`src/rtl/time_set_rx.sv`:
```
// UART time-setting receiver: accepts "T" + YYYYMMDDhhmmss + CR frames at 8N1,
// range-checks the date/time and loads it into packed-BCD time fields.
module time_set_rx #(
  parameter int CLK_HZ = 50000000,
  parameter int BAUD   = 115200
) (
  input  logic       CLOCK_50,
  input  logic       rst_n,
  input  logic       uart_rx,
  output logic       load,
  output logic       err,
  output logic       busy,
  output logic [6:0] second,
  output logic [6:0] minute,
  output logic [5:0] hour,
  output logic [5:0] day,
  output logic [4:0] month,
  output logic [7:0] year_l,
  output logic [7:0] year_h
);

  localparam int DIV   = CLK_HZ / BAUD;
  localparam int CNT_W = $clog2(DIV + 1);
  localparam logic [CNT_W-1:0] HALF_LAST = CNT_W'(DIV / 2 - 1);
  localparam logic [CNT_W-1:0] BIT_LAST  = CNT_W'(DIV - 1);

  localparam logic [7:0] CHAR_T  = 8'h54;
  localparam logic [7:0] CHAR_CR = 8'h0D;

  // ---------------------------------------------------------------------------
  // Input synchronizer (idles high so reset does not look like a start bit)
  // ---------------------------------------------------------------------------
  logic sync1;
  logic rx_s;

  always_ff @(posedge CLOCK_50 or negedge rst_n) begin
    if (!rst_n) begin
      sync1 <= 1'b1;
      rx_s  <= 1'b1;
    end else begin
      sync1 <= uart_rx;
      rx_s  <= sync1;
    end
  end

  // ---------------------------------------------------------------------------
  // Byte receiver
  // ---------------------------------------------------------------------------
  typedef enum logic [1:0] {
    RX_IDLE,
    RX_START,
    RX_DATA,
    RX_STOP
  } rx_state_t;

  rx_state_t        rx_state;
  rx_state_t        rx_state_next;
  logic [CNT_W-1:0] rx_cnt;
  logic [CNT_W-1:0] rx_cnt_next;
  logic [2:0]       bit_idx;
  logic [2:0]       bit_idx_next;
  logic [7:0]       rx_shift;
  logic [7:0]       rx_shift_next;
  logic             byte_stb;
  logic             frame_err;

  always_ff @(posedge CLOCK_50 or negedge rst_n) begin
    if (!rst_n) begin
      rx_state <= RX_IDLE;
      rx_cnt   <= '0;
      bit_idx  <= '0;
      rx_shift <= '0;
    end else begin
      rx_state <= rx_state_next;
      rx_cnt   <= rx_cnt_next;
      bit_idx  <= bit_idx_next;
      rx_shift <= rx_shift_next;
    end
  end

  // byte_stb and frame_err are asserted in the cycle the stop bit is sampled
  always_comb begin
    rx_state_next = rx_state;
    rx_cnt_next   = rx_cnt + 1'b1;
    bit_idx_next  = bit_idx;
    rx_shift_next = rx_shift;
    byte_stb      = 1'b0;
    frame_err     = 1'b0;
    case (rx_state)
      RX_IDLE: begin
        rx_cnt_next = '0;
        if (!rx_s) rx_state_next = RX_START;
      end
      RX_START: begin
        if (rx_cnt == HALF_LAST) begin
          rx_cnt_next   = '0;
          bit_idx_next  = '0;
          rx_state_next = rx_s ? RX_IDLE : RX_DATA;
        end
      end
      RX_DATA: begin
        if (rx_cnt == BIT_LAST) begin
          rx_cnt_next   = '0;
          rx_shift_next = {rx_s, rx_shift[7:1]};
          if (bit_idx == 3'd7) rx_state_next = RX_STOP;
          else                 bit_idx_next  = bit_idx + 1'b1;
        end
      end
      RX_STOP: begin
        if (rx_cnt == BIT_LAST) begin
          rx_cnt_next   = '0;
          rx_state_next = RX_IDLE;
          if (rx_s) byte_stb  = 1'b1;
          else      frame_err = 1'b1;
        end
      end
      default: begin
        rx_state_next = RX_IDLE;
        rx_cnt_next   = '0;
      end
    endcase
  end

  // ---------------------------------------------------------------------------
  // Frame parser
  // ---------------------------------------------------------------------------
  typedef enum logic [1:0] {
    P_WAIT_T,
    P_DIGITS,
    P_WAIT_CR
  } p_state_t;

  p_state_t         p_state;
  p_state_t         p_state_next;
  logic [3:0]       idx;
  logic [3:0]       idx_next;
  logic [13:0][3:0] shadow;
  logic             shadow_we;
  logic             commit;
  logic             busy_next;
  logic             load_next;
  logic             err_next;

  logic is_t;
  logic is_cr;
  logic is_digit;

  assign is_t     = (rx_shift == CHAR_T);
  assign is_cr    = (rx_shift == CHAR_CR);
  assign is_digit = (rx_shift >= 8'h30) && (rx_shift <= 8'h39);

  function automatic logic [6:0] dec2(input logic [3:0] tens, input logic [3:0] ones);
    return (7'(tens) * 7'd10) + 7'(ones);
  endfunction

  logic [6:0] month_v;
  logic [6:0] day_v;
  logic [6:0] hour_v;
  logic [6:0] minute_v;
  logic [6:0] second_v;
  logic       nibbles_ok;
  logic       range_ok;

  assign month_v  = dec2(shadow[4],  shadow[5]);
  assign day_v    = dec2(shadow[6],  shadow[7]);
  assign hour_v   = dec2(shadow[8],  shadow[9]);
  assign minute_v = dec2(shadow[10], shadow[11]);
  assign second_v = dec2(shadow[12], shadow[13]);

  always_comb begin
    nibbles_ok = 1'b1;
    for (int i = 0; i < 14; i++) begin
      if (shadow[i] > 4'd9) nibbles_ok = 1'b0;
    end
  end

  assign range_ok = nibbles_ok
                 && (month_v >= 7'd1) && (month_v <= 7'd12)
                 && (day_v   >= 7'd1) && (day_v   <= 7'd31)
                 && (hour_v   <= 7'd23)
                 && (minute_v <= 7'd59)
                 && (second_v <= 7'd59);

  // A 'T' always restarts the frame; anything unexpected mid-frame aborts it
  always_comb begin
    p_state_next = p_state;
    idx_next     = idx;
    shadow_we    = 1'b0;
    commit       = 1'b0;
    busy_next    = busy;
    load_next    = 1'b0;
    err_next     = 1'b0;
    if (byte_stb && is_t) begin
      p_state_next = P_DIGITS;
      idx_next     = '0;
      busy_next    = 1'b1;
    end else if (byte_stb || frame_err) begin
      case (p_state)
        P_DIGITS: begin
          if (byte_stb && is_digit) begin
            shadow_we = 1'b1;
            idx_next  = idx + 1'b1;
            if (idx == 4'd13) p_state_next = P_WAIT_CR;
          end else begin
            p_state_next = P_WAIT_T;
            idx_next     = '0;
            busy_next    = 1'b0;
            err_next     = 1'b1;
          end
        end
        P_WAIT_CR: begin
          p_state_next = P_WAIT_T;
          idx_next     = '0;
          busy_next    = 1'b0;
          if (byte_stb && is_cr && range_ok) begin
            load_next = 1'b1;
            commit    = 1'b1;
          end else begin
            err_next = 1'b1;
          end
        end
        default: ;
      endcase
    end
  end

  always_ff @(posedge CLOCK_50 or negedge rst_n) begin
    if (!rst_n) begin
      p_state <= P_WAIT_T;
      idx     <= '0;
      shadow  <= '0;
      busy    <= 1'b0;
      load    <= 1'b0;
      err     <= 1'b0;
    end else begin
      p_state <= p_state_next;
      idx     <= idx_next;
      busy    <= busy_next;
      load    <= load_next;
      err     <= err_next;
      if (shadow_we) shadow[idx] <= rx_shift[3:0];
    end
  end

  // Time fields: only the committed, range-checked shadow ever reaches them
  always_ff @(posedge CLOCK_50 or negedge rst_n) begin
    if (!rst_n) begin
      year_h <= 8'h20;
      year_l <= 8'h00;
      month  <= 5'h01;
      day    <= 6'h01;
      hour   <= 6'h00;
      minute <= 7'h00;
      second <= 7'h00;
    end else if (commit) begin
      year_h <= {shadow[0], shadow[1]};
      year_l <= {shadow[2], shadow[3]};
      month  <= {shadow[4][0],   shadow[5]};
      day    <= {shadow[6][1:0], shadow[7]};
      hour   <= {shadow[8][1:0], shadow[9]};
      minute <= {shadow[10][2:0], shadow[11]};
      second <= {shadow[12][2:0], shadow[13]};
    end
  end

endmodule
```
`config.mk`:
```
export PLATFORM = sky130hd
export DESIGN_NAME = time_set_rx
export DESIGN_NICKNAME = d
export VERILOG_FILES = /design/src/rtl/time_set_rx.sv
export SDC_FILE = /design/constraint.sdc
export NUM_CORES = 1
export LEC_CHECK = 0
export CAP_MARGIN = 20
export CORE_MARGIN = 1.5
export CORE_UTILIZATION = 38
export DETAILED_ROUTE_END_ITERATION = 10
export GPL_TIMING_DRIVEN = 0
export REMOVE_ABC_BUFFERS = 1
export SLEW_MARGIN = 25
export SYNTH_ARGS = -nofsm -noshare
export SYNTH_HDL_FRONTEND = slang
export SYNTH_SLANG_ARGS = --single-unit
export TNS_END_PERCENT = 100
```
`constraint.sdc`:
```
create_clock -name CLOCK_50 -period 3.8 [get_ports CLOCK_50]
set_clock_uncertainty 0.15 [all_clocks]
set_input_delay 0.76 -clock CLOCK_50 [delete_from_list [all_inputs] [get_ports CLOCK_50]]
set_output_delay 0.76 -clock CLOCK_50 [all_outputs]
set_load 0.005 [all_outputs]
```
After elaboration in Yosys (flattened, before gate mapping)
Cells that the tools add are included.

Eq/ne operators: 19. $mul: 5. Reductions and logical operators: 25. Muxes and demuxes: 63. $lt $le $gt $ge: 25. $add $sub $neg: 8.

Operator list (number): $bwmux W56 (1); $gt A4 B4 Y1 const B (14); $add A7 B4 Y7 (5); $mux W1 (35); $mul A4 B3 Y6 const B (5); $pmux W9 S3 (1); $mux W2 (10); $mux W9 (2); $demux W4 S4 (1); $mux W4 (4); $ge A7 B1 Y1 const B (2); $le A7 B5 Y1 const B (2); $le A7 B6 Y1 const B (2); $logic_and A1 B1 Y1 (13); $ne A2 B2 Y1 const B (6); $add A9 B1 Y9 const B (1); $eq A9 B8 Y1 const B (1); $eq A9 B9 Y1 const B (1); $mux W3 (3); $eq A8 B4 Y1 const B (1); $eq A8 B7 Y1 const B (1); $ge A8 B6 Y1 const B (1); $le A8 B6 Y1 const B (1); $pmux W2 S4 (1); other kinds (24) (31).

Input bits: 3. Register bits after elaboration: 136. Output and inout bits: 50. Logic and storage cells: 177.

Logic depth before layout (Yosys ltp)
Gate-level depths: netlist of the first run.

Word-level depth: 27. Mapped depth: 11. Depth with buffers taken out: 9.

Worst setup path after synthesis of the first run
No wires, ideal clock.

Kind: register to register. Start point: register shadow[17] (netlist bit). End point: register day[1]. Arrival: 3.419 ns. Stages on the path, launching flop included: 12. Slack: 0.106 ns. Clock period less this slack: 3.694 ns. Setup time: 0.125 ns. Required time: 3.525 ns. Path buffers: 2. Cell sequence: dfrtp_1 > ha_1 > ha_1 > fa_1 > xor2_1 > a2111oi_2 > a21oi_1 > a2111o_1 > or4b_4 > buf_6 > buf_6 > mux2_4.

Longest elaborated chain between the ends: 23. Elaborated cells between the ends (all ways): 27. Those cells by class: add/sub: 1; mul: 1; order compare: 3; mux: 14; reduce/logical: 8.

Ends and longest elaborated chain: start, declared (line 137) `logic [13:0][3:0] shadow;`; start signal, assigned by index (line 241) `if (shadow_we) shadow[idx] <= rx_shift[3:0];`; parallel branches: the longest is 12 deep, another holds $add A7 B4 Y7; $logic_and A1 B1 Y1 (*) (line 178) `&& (month_v >= 7'd1) && (month_v <= 7'd12)`; $logic_and A1 B1 Y1 (*) (2 in a row) (line 179) `&& (day_v >= 7'd1) && (day_v <= 7'd31)`; $logic_and A1 B1 Y1 (*) (line 180) `&& (hour_v <= 7'd23)`; $logic_and A1 B1 Y1 (*) (line 181) `&& (minute_v <= 7'd59)`; $logic_and A1 B1 Y1 (*) (line 182) `&& (second_v <= 7'd59);`; $logic_and A1 B1 Y1 (*) (line 215) `if (byte_stb && is_cr && range_ok) begin`; $mux W1 (*) (line 215); $mux W1 (*) (line 198) `case (p_state)`; $mux W1 (*) (line 197) `end else if (byte_stb || frame_err) begin`; $mux W1 (*) (line 193) `if (byte_stb && is_t) begin`; end signal, assigned (line 259) `day <= {shadow[6][1:0], shadow[7]};`; end, declared (line 16) `output logic [5:0] day,`.

Every way passes the cells marked *. A chain may end at the register's enable or synchronous reset.

Worst setup path after layout of the first run
Start point: register shadow[17] (netlist bit). End point: register year_h[7].

Longest elaborated chain between the ends: 23. Elaborated cells between the ends (all ways): 27. Those cells by class: add/sub: 1; mul: 1; order compare: 3; mux: 14; reduce/logical: 8.

Ends and longest elaborated chain: parallel branches: the longest is 12 deep, another holds $add A7 B4 Y7; $logic_and A1 B1 Y1 (*) (line 178); $logic_and A1 B1 Y1 (*) (2 in a row) (line 179); $logic_and A1 B1 Y1 (*) (line 180); $logic_and A1 B1 Y1 (*) (line 181); $logic_and A1 B1 Y1 (*) (line 182); $logic_and A1 B1 Y1 (*) (line 215); $mux W1 (*) (line 215); $mux W1 (*) (line 198); $mux W1 (*) (line 197); $mux W1 (*) (line 193); end signal, assigned (line 256) `year_h <= {shadow[0], shadow[1]};`; end, declared (line 19) `output logic [7:0] year_h`.

Marked as above.

==> results of run 1 <==
worst min-delay path by stage:
stage / start / endpoint / depth (start not counted) / slack, ns
6_report: rst_n / second[4] / 1 / 0.16
5_1_grt: sync1 / rx_s / 0 / 0.22
4_1_cts: rst_n / shadow[25] / 1 / 0.20
3_5_place_dp: sync1 / rx_s / 0 / 0.20
3_3_place_gp: sync1 / rx_s / 0 / 0.20
2_1_floorplan: sync1 / rx_s / 0 / 0.20
cell usage in the layout, fill, tap and decap left out, types with 4 or more instances in the layout:
cell / n
a21o_1: 8
a21oi_1: 9
buf_4: 10
clkbuf_1: 4
clkbuf_16: 18
clkbuf_8: 5
clkdlybuf4s50_1: 51
dfrtp_1: 125
dfrtp_2: 6
dfstp_2: 5
fa_1: 7
ha_1: 38
inv_1: 10
mux2_2: 83
mux2_4: 30
nand2_1: 26
nand3_1: 14
nand4_1: 13
nor2_1: 30
nor3_1: 7
nor3b_1: 4
o21ai_0: 25
or4b_4: 6
xnor2_1: 8
xor2_1: 11
stage by stage:
step / util / hold slack [ns] / setup TNS [ns]
after floorplan: - / 0.195 / 0
after global placement: 0.426 / 0.197 / -466.58
after detailed placement: 0.428 / 0.201 / -12.87
after CTS: 0.468 / 0.199 / -1.08
after global routing: 0.479 / 0.215 / -0.299
final: 0.479 / 0.164 / 0
what timing repair did:
action	4_1_cts	5_1_grt
cloned	3	3
setup endpoints to repair	47	47
setup buffers	4	9
resized for setup	7	21
pin swaps	6	13
hold buffers	0	0
registers in the layout (all words and copies together), names as in the netlist, named ones only:
| name | cells |
|---|---|
| second | 7 |
| err | 1 |
| hour | 6 |
| rx_s | 1 |
| minute | 7 |
| year_h | 8 |
| shadow | 56 |
| year_l | 8 |
| p_state | 2 |
| bit_idx | 3 |
| rx_shift | 8 |
| rx_cnt | 9 |
| load | 1 |
| busy | 1 |
| rx_state | 1 |
| idx | 4 |
| day | 6 |
| sync1 | 1 |
| month | 5 |
routing by layer:
metal / wire (um) / up-vias / part of all wire
met5: 0 / - / 0
met4: 362 / 0 / 0.023
met3: 660 / 22 / 0.042
met2: 7920 / 107 / 0.50
met1: 6840 / 2394 / 0.43
li1: - / 2137 / -
logic make-up after synthesis:
| logic type | Yosys count |
|---|---|
| adders and majority gates | 51 |
| buffers and inverters | 25 |
| xor gates and xnor gates | 22 |
| AOI/OAI and AO/OA | 67 |
| DFF | 136 |
| muxes | 113 |
| and+or+nand+nor | 123 |
worst max-delay path, cell delays in order, from the launching register on:
cell	delay, ns
dfrtp_2	0.42
ha_1	0.30
ha_2	0.19
fa_2	0.37
xor2_2	0.20
nor3b_1	0.24
a21oi_1	0.12
a2111o_1	0.50
or4b_4	0.64
clkbuf_16	0.20
mux2_4	0.29
layout make-up:
cell class,instances,area share
Multi-Input combinational cell,381,0.412
Clock buffer,26,0.0592
Clock inverter,6,0.0129
Sequential cell,136,0.397
Timing Repair Buffer,67,0.0809
Inverter,10,0.00436
Tap cell,229,0.0333
power by group through the flow:
stage / Combinational [W] / Clock, W / Sequential, W
floorplan: 0.00000156 / 0 / 0.00148
global placement: 0.0000322 / 0 / 0.00148
detailed placement: 0.0000375 / 0 / 0.00148
CTS: 0.0000374 / 0.00175 / 0.00145
global route: 0.0000424 / 0.00182 / 0.00145
finish: 0.0000345 / 0.00172 / 0.00145
==> results.toml, run 1 <==
[synthesis]
yosys.area.top_type = "dfrtp_1"
synth_simple_gate_area_frac = 0.0940
synth-adder-area-share = 0.103
synth_compound_area_frac = 0.0642
synthMuxAreaShare = 0.200
synth_flop_cell = "dfrtp_1"
synth_seq_cells = 136
synth_seq_area_share = 0.491
synth_most_common_cell = "dfrtp_1"
synth-edff-count = 0
synth_area_sq_mm = 0.00694
synthTopCellsByCount = "dfrtp_1, mux2_2, ha_1, mux2_4, nor2_1"
post_synth_num_cell_types = 56
synth_top_area_frac = 0.472
syn_avg_cell_area_sq_um = 12.9
synth_warnings = 0
synthCells = 537
synth_area_leaders = "dfrtp_1, mux2_2, ha_1, mux2_4, fa_1"
synth_top_family_by_area = "multiplexers"
async_reset_ff_frac = 1.00
synthXorXnorAreaFrac = 0.0299

[clock_network]
cts_tree = "built"
cts_root_buf = "clkbuf_16"
clk_path_buf_depth = 2
clkSinkCount = 136
cts-buffers-inserted = 17
htreeDepth = 4
clk_latency_ns = 0.42
clk_pin_slew_worst_paths_ns = 0.06

[flow_run]
cap_violations = 0

[detailed_routing]
vias = 4660
routed_wl_um = 15800
vias_per_cell = 5.45
drt_pass1_iterations = 4
ant_nets = 0
detail_route.wl_per_cell_um = 18.5
initialDrtViolationCount = 327
drc = 0

[pwr]
p_comb_frac = 0.011
pwr-share-seq = 0.453
power_frac_clock = 0.537
p_leak_nw = 4.26
vdd_drop_max_mv = 0.268
internal_power_w = 0.00258
power.total_w = 0.00321
p_switching_w = 0.000630
p_per_area_mw_per_mm2 = 373
p_sw_frac = 0.196

[global_route]
grt_usage = 0.170
grt_pass1_wl_um = 25600
busiest_layer = "met2"
grt_util_met2 = 0.281
grt_start_max_net_pins = 86
grt_overflow = 0
met3_usage = 0.0384
grt_pass1_vias = 4782
grt_use_met1 = 0.218
antenna_found_initial = 0

[sta]
slew_headroom = 0.414
hold_viol = 0
worst_pin_slew_ns = 0.879
drv_slew = 0
post-route-period-util = 0.988
setup_slack_ns = 0.0459
setup_violations = 0
min_period_ns = 3.75
fmax_mhz = 266

[placed_design]
pre_cts_ws_ns = -0.295
hpwl_um = 9790
gp_congestion = 0.832
port_buffers = 52
post-place-cells = 804
placed_cell_area_sq_mm = 0.00769

[status]
outcome = "completed"

[floorplan]
fp.dieH_um = 138
start_util = 0.386
core_area_sq_mm = 0.0180
design.die.area_sq_mm = 0.0191
ios = 53
rows = 49
dieWidth_um = 138

[worst_setup_path]
crit_arrival_ns = 3.90
crit_type = "flip-flop to flip-flop"
crit_end = "year_h[7]"
r2r-end = "year_h[7]"
cp-start-kind = "flip-flop"
timing.rr.start = "shadow[17]"
required_ns = 3.95
ff2ff_setup_slack_ns = 0.05
critPathCaptureType = "flip-flop"
cp_max_fo = 6
r2r.worst_path.cells = 10
crit_start = "shadow[17]"

[cells_and_area]
nFillCells = 1595
drive_above_1_share = 0.307
nets = 667
multi_input_area_sq_mm = 0.00354
syn_to_final_growth_pct = 24.0
final_cell_area_sq_mm = 0.00860
antenna_cells = 0
stdcell_count = 855
seq_area_sq_mm = 0.00342

[hold_path]
hold_path.class = "input port to async pin"
Note: power is estimated with default switching activity, not from simulation.
==> run 2: changes to the inputs <==
CTS_BUF_LIST = sky130_fd_sc_hd__clkbuf_8   (was unset)
clock period = 4.4 ns   (was 3.8 ns; I/O delays follow)
==> run 2 against run 1 <==
Effect of this change:
- clock-buffer cell count is 4 lower
- critical path depth shrank 1
- via count fell by 5.2%
- largest cell class is now flip-flops and latches
- sequential share of layout area rose by 2.3 points
==> results.toml, run 2 (same netlist as run 1, synthesis figures left out) <==
[status]
outcome = "completed"

[cells_and_area]
fin_util = 0.452
largestRegisters = "shadow: 56 flops, rx_cnt: 9 flops"
stdcell_count = 836
final_cell_mix = "dfrtp_1, mux2_2, clkdlybuf4s50_1, ha_1"
drive_above_1_share = 0.257
mostFrequentLayoutCell = "dfrtp_1"
final_cell_area_sq_mm = 0.00812
largest_reg_flops = 56
syn_to_final_growth_pct = 17.0
regMostFlops = "shadow"
nets = 648
antenna_cells = 0

[detailed_routing]
vias_per_cell = 5.28
routed_wl_um = 14000
drt_pass1_iterations = 4
vias = 4418
drt-met1-wl_um = 6350
detail_route.wl_per_cell_um = 16.7
initialDrtViolationCount = 223
drc = 0
dr_wl_met2_um = 6940
wl_met3_um = 454
top_layer_used = "met4"
ant_nets = 0

[worst_setup_path]
crit_start = "shadow[17]"
cp_max_fo = 47
critPathCaptureType = "flip-flop"
crit_arrival_ns = 4.28
timing.rr.start = "shadow[17]"
crit_type = "flip-flop to flip-flop"
cp-start-kind = "flip-flop"
required_ns = 4.58

[clock_network]
clkSinkCount = 136
cts_tree = "built"
htreeDepth = 4
clk_latency_ns = 0.45
cts_root_buf = "clkbuf_8"
postCtsSetupBuffers = 0
cts_resized = 0
ctsHoldBuffers = 0
cts-buffers-inserted = 17
clk_path_buf_depth = 2
clk_pin_slew_worst_paths_ns = 0.07

[pwr]
pwr-share-seq = 0.527
internal_power_w = 0.00189
p_per_area_mw_per_mm2 = 293
p_sw_frac = 0.207
power_frac_clock = 0.460
p_switching_w = 0.000491
vdd_drop_max_mv = 0.164
p_comb_frac = 0.013
power.total_w = 0.00238
p_leak_nw = 4.11

[floorplan]
start_util = 0.386
ios = 53
core_area_sq_mm = 0.0180
dieWidth_um = 138
fp.dieH_um = 138
design.die.area_sq_mm = 0.0191
rows = 49

[sta]
hold_viol = 0
fmax_mhz = 244
slew_headroom = 0.420
worst_pin_slew_ns = 0.862
min_period_ns = 4.10
rsz0062_at_grt = "no"
setup_violations = 0
whs_ns = 0.211
drv_slew = 0
post-route-period-util = 0.932

[placed_design]
post-place-cells = 804
port_buffers = 52
hpwl_um = 9790
gp_congestion = 0.832
placed_cell_area_sq_mm = 0.00769

[global_route]
grt_overflow = 0
antenna_found_initial = 0
grt_pass1_wl_um = 24200
grt_pass1_vias = 4643
grt_usage = 0.159
grt_start_max_net_pins = 86

[flow_run]
cap_violations = 0

[hold_path]
hold_path.class = "flip-flop to flip-flop"
worstHoldStart = "sync1"
## run 2: metal layers
metal | vias up | GRT usage
met5 | - | 0
met4 | 0 | 0.0665
met3 | 16 | 0.0378
met2 | 72 | 0.261
met1 | 2256 | 0.203
li1 | 2074 | -
## run 2: through the flow
step	TNS [ns]	worst slack [ns]
3_3_place_gp	-391.27	-2.95
3_5_place_dp	0	0.305
5_1_grt	0	0.134
2_1_floorplan	0	0.608
6_report	0	0.298
4_1_cts	0	0.288
## run 2: critical path, stage by stage, from the launching register on
cell,delay [ns]
dfrtp_1,0.45
ha_1,0.32
ha_1,0.21
fa_1,0.37
xor2_1,0.20
a2111oi_2,0.35
a21oi_1,0.09
a2111o_1,0.46
or4b_4,0.92
mux2_4,0.42
## run 2: layout make-up
cell class | instances | area [sq um]
well taps | 229 | 287
repair buffers | 53 | 553
flip-flops and latches | 136 | 3410
fillers | 1639 | 9840
clock inverters | 10 | 126
clock buffers | 22 | 303
inverters | 10 | 37.5
multi-input cells | 376 | 3400
## run 2: final timing paths
check	depth (start not counted)	endpoint	slack (ns)
worst max-delay path	9	hour[3]	0.30
worst min-delay path	0	rx_s	0.21
worst max register to register	9	hour[3]	0.30
worst min register to register	0	rx_s	0.21
max in group asynchronous	2	month[0]	3.13
min in group asynchronous	1	second[4]	0.26
## run 2: power by group through the flow
| stage | registers, W | logic (W) | clock network [W] |
|---|---|---|---|
| after floorplan | 0.00128 | 0.00000135 | 0 |
| after global placement | 0.00128 | 0.0000278 | 0 |
| after detailed placement | 0.00128 | 0.0000323 | 0 |
| after CTS | 0.00125 | 0.0000323 | 0.00113 |
| after global routing | 0.00125 | 0.0000366 | 0.00119 |
| final | 0.00125 | 0.0000304 | 0.00109 |
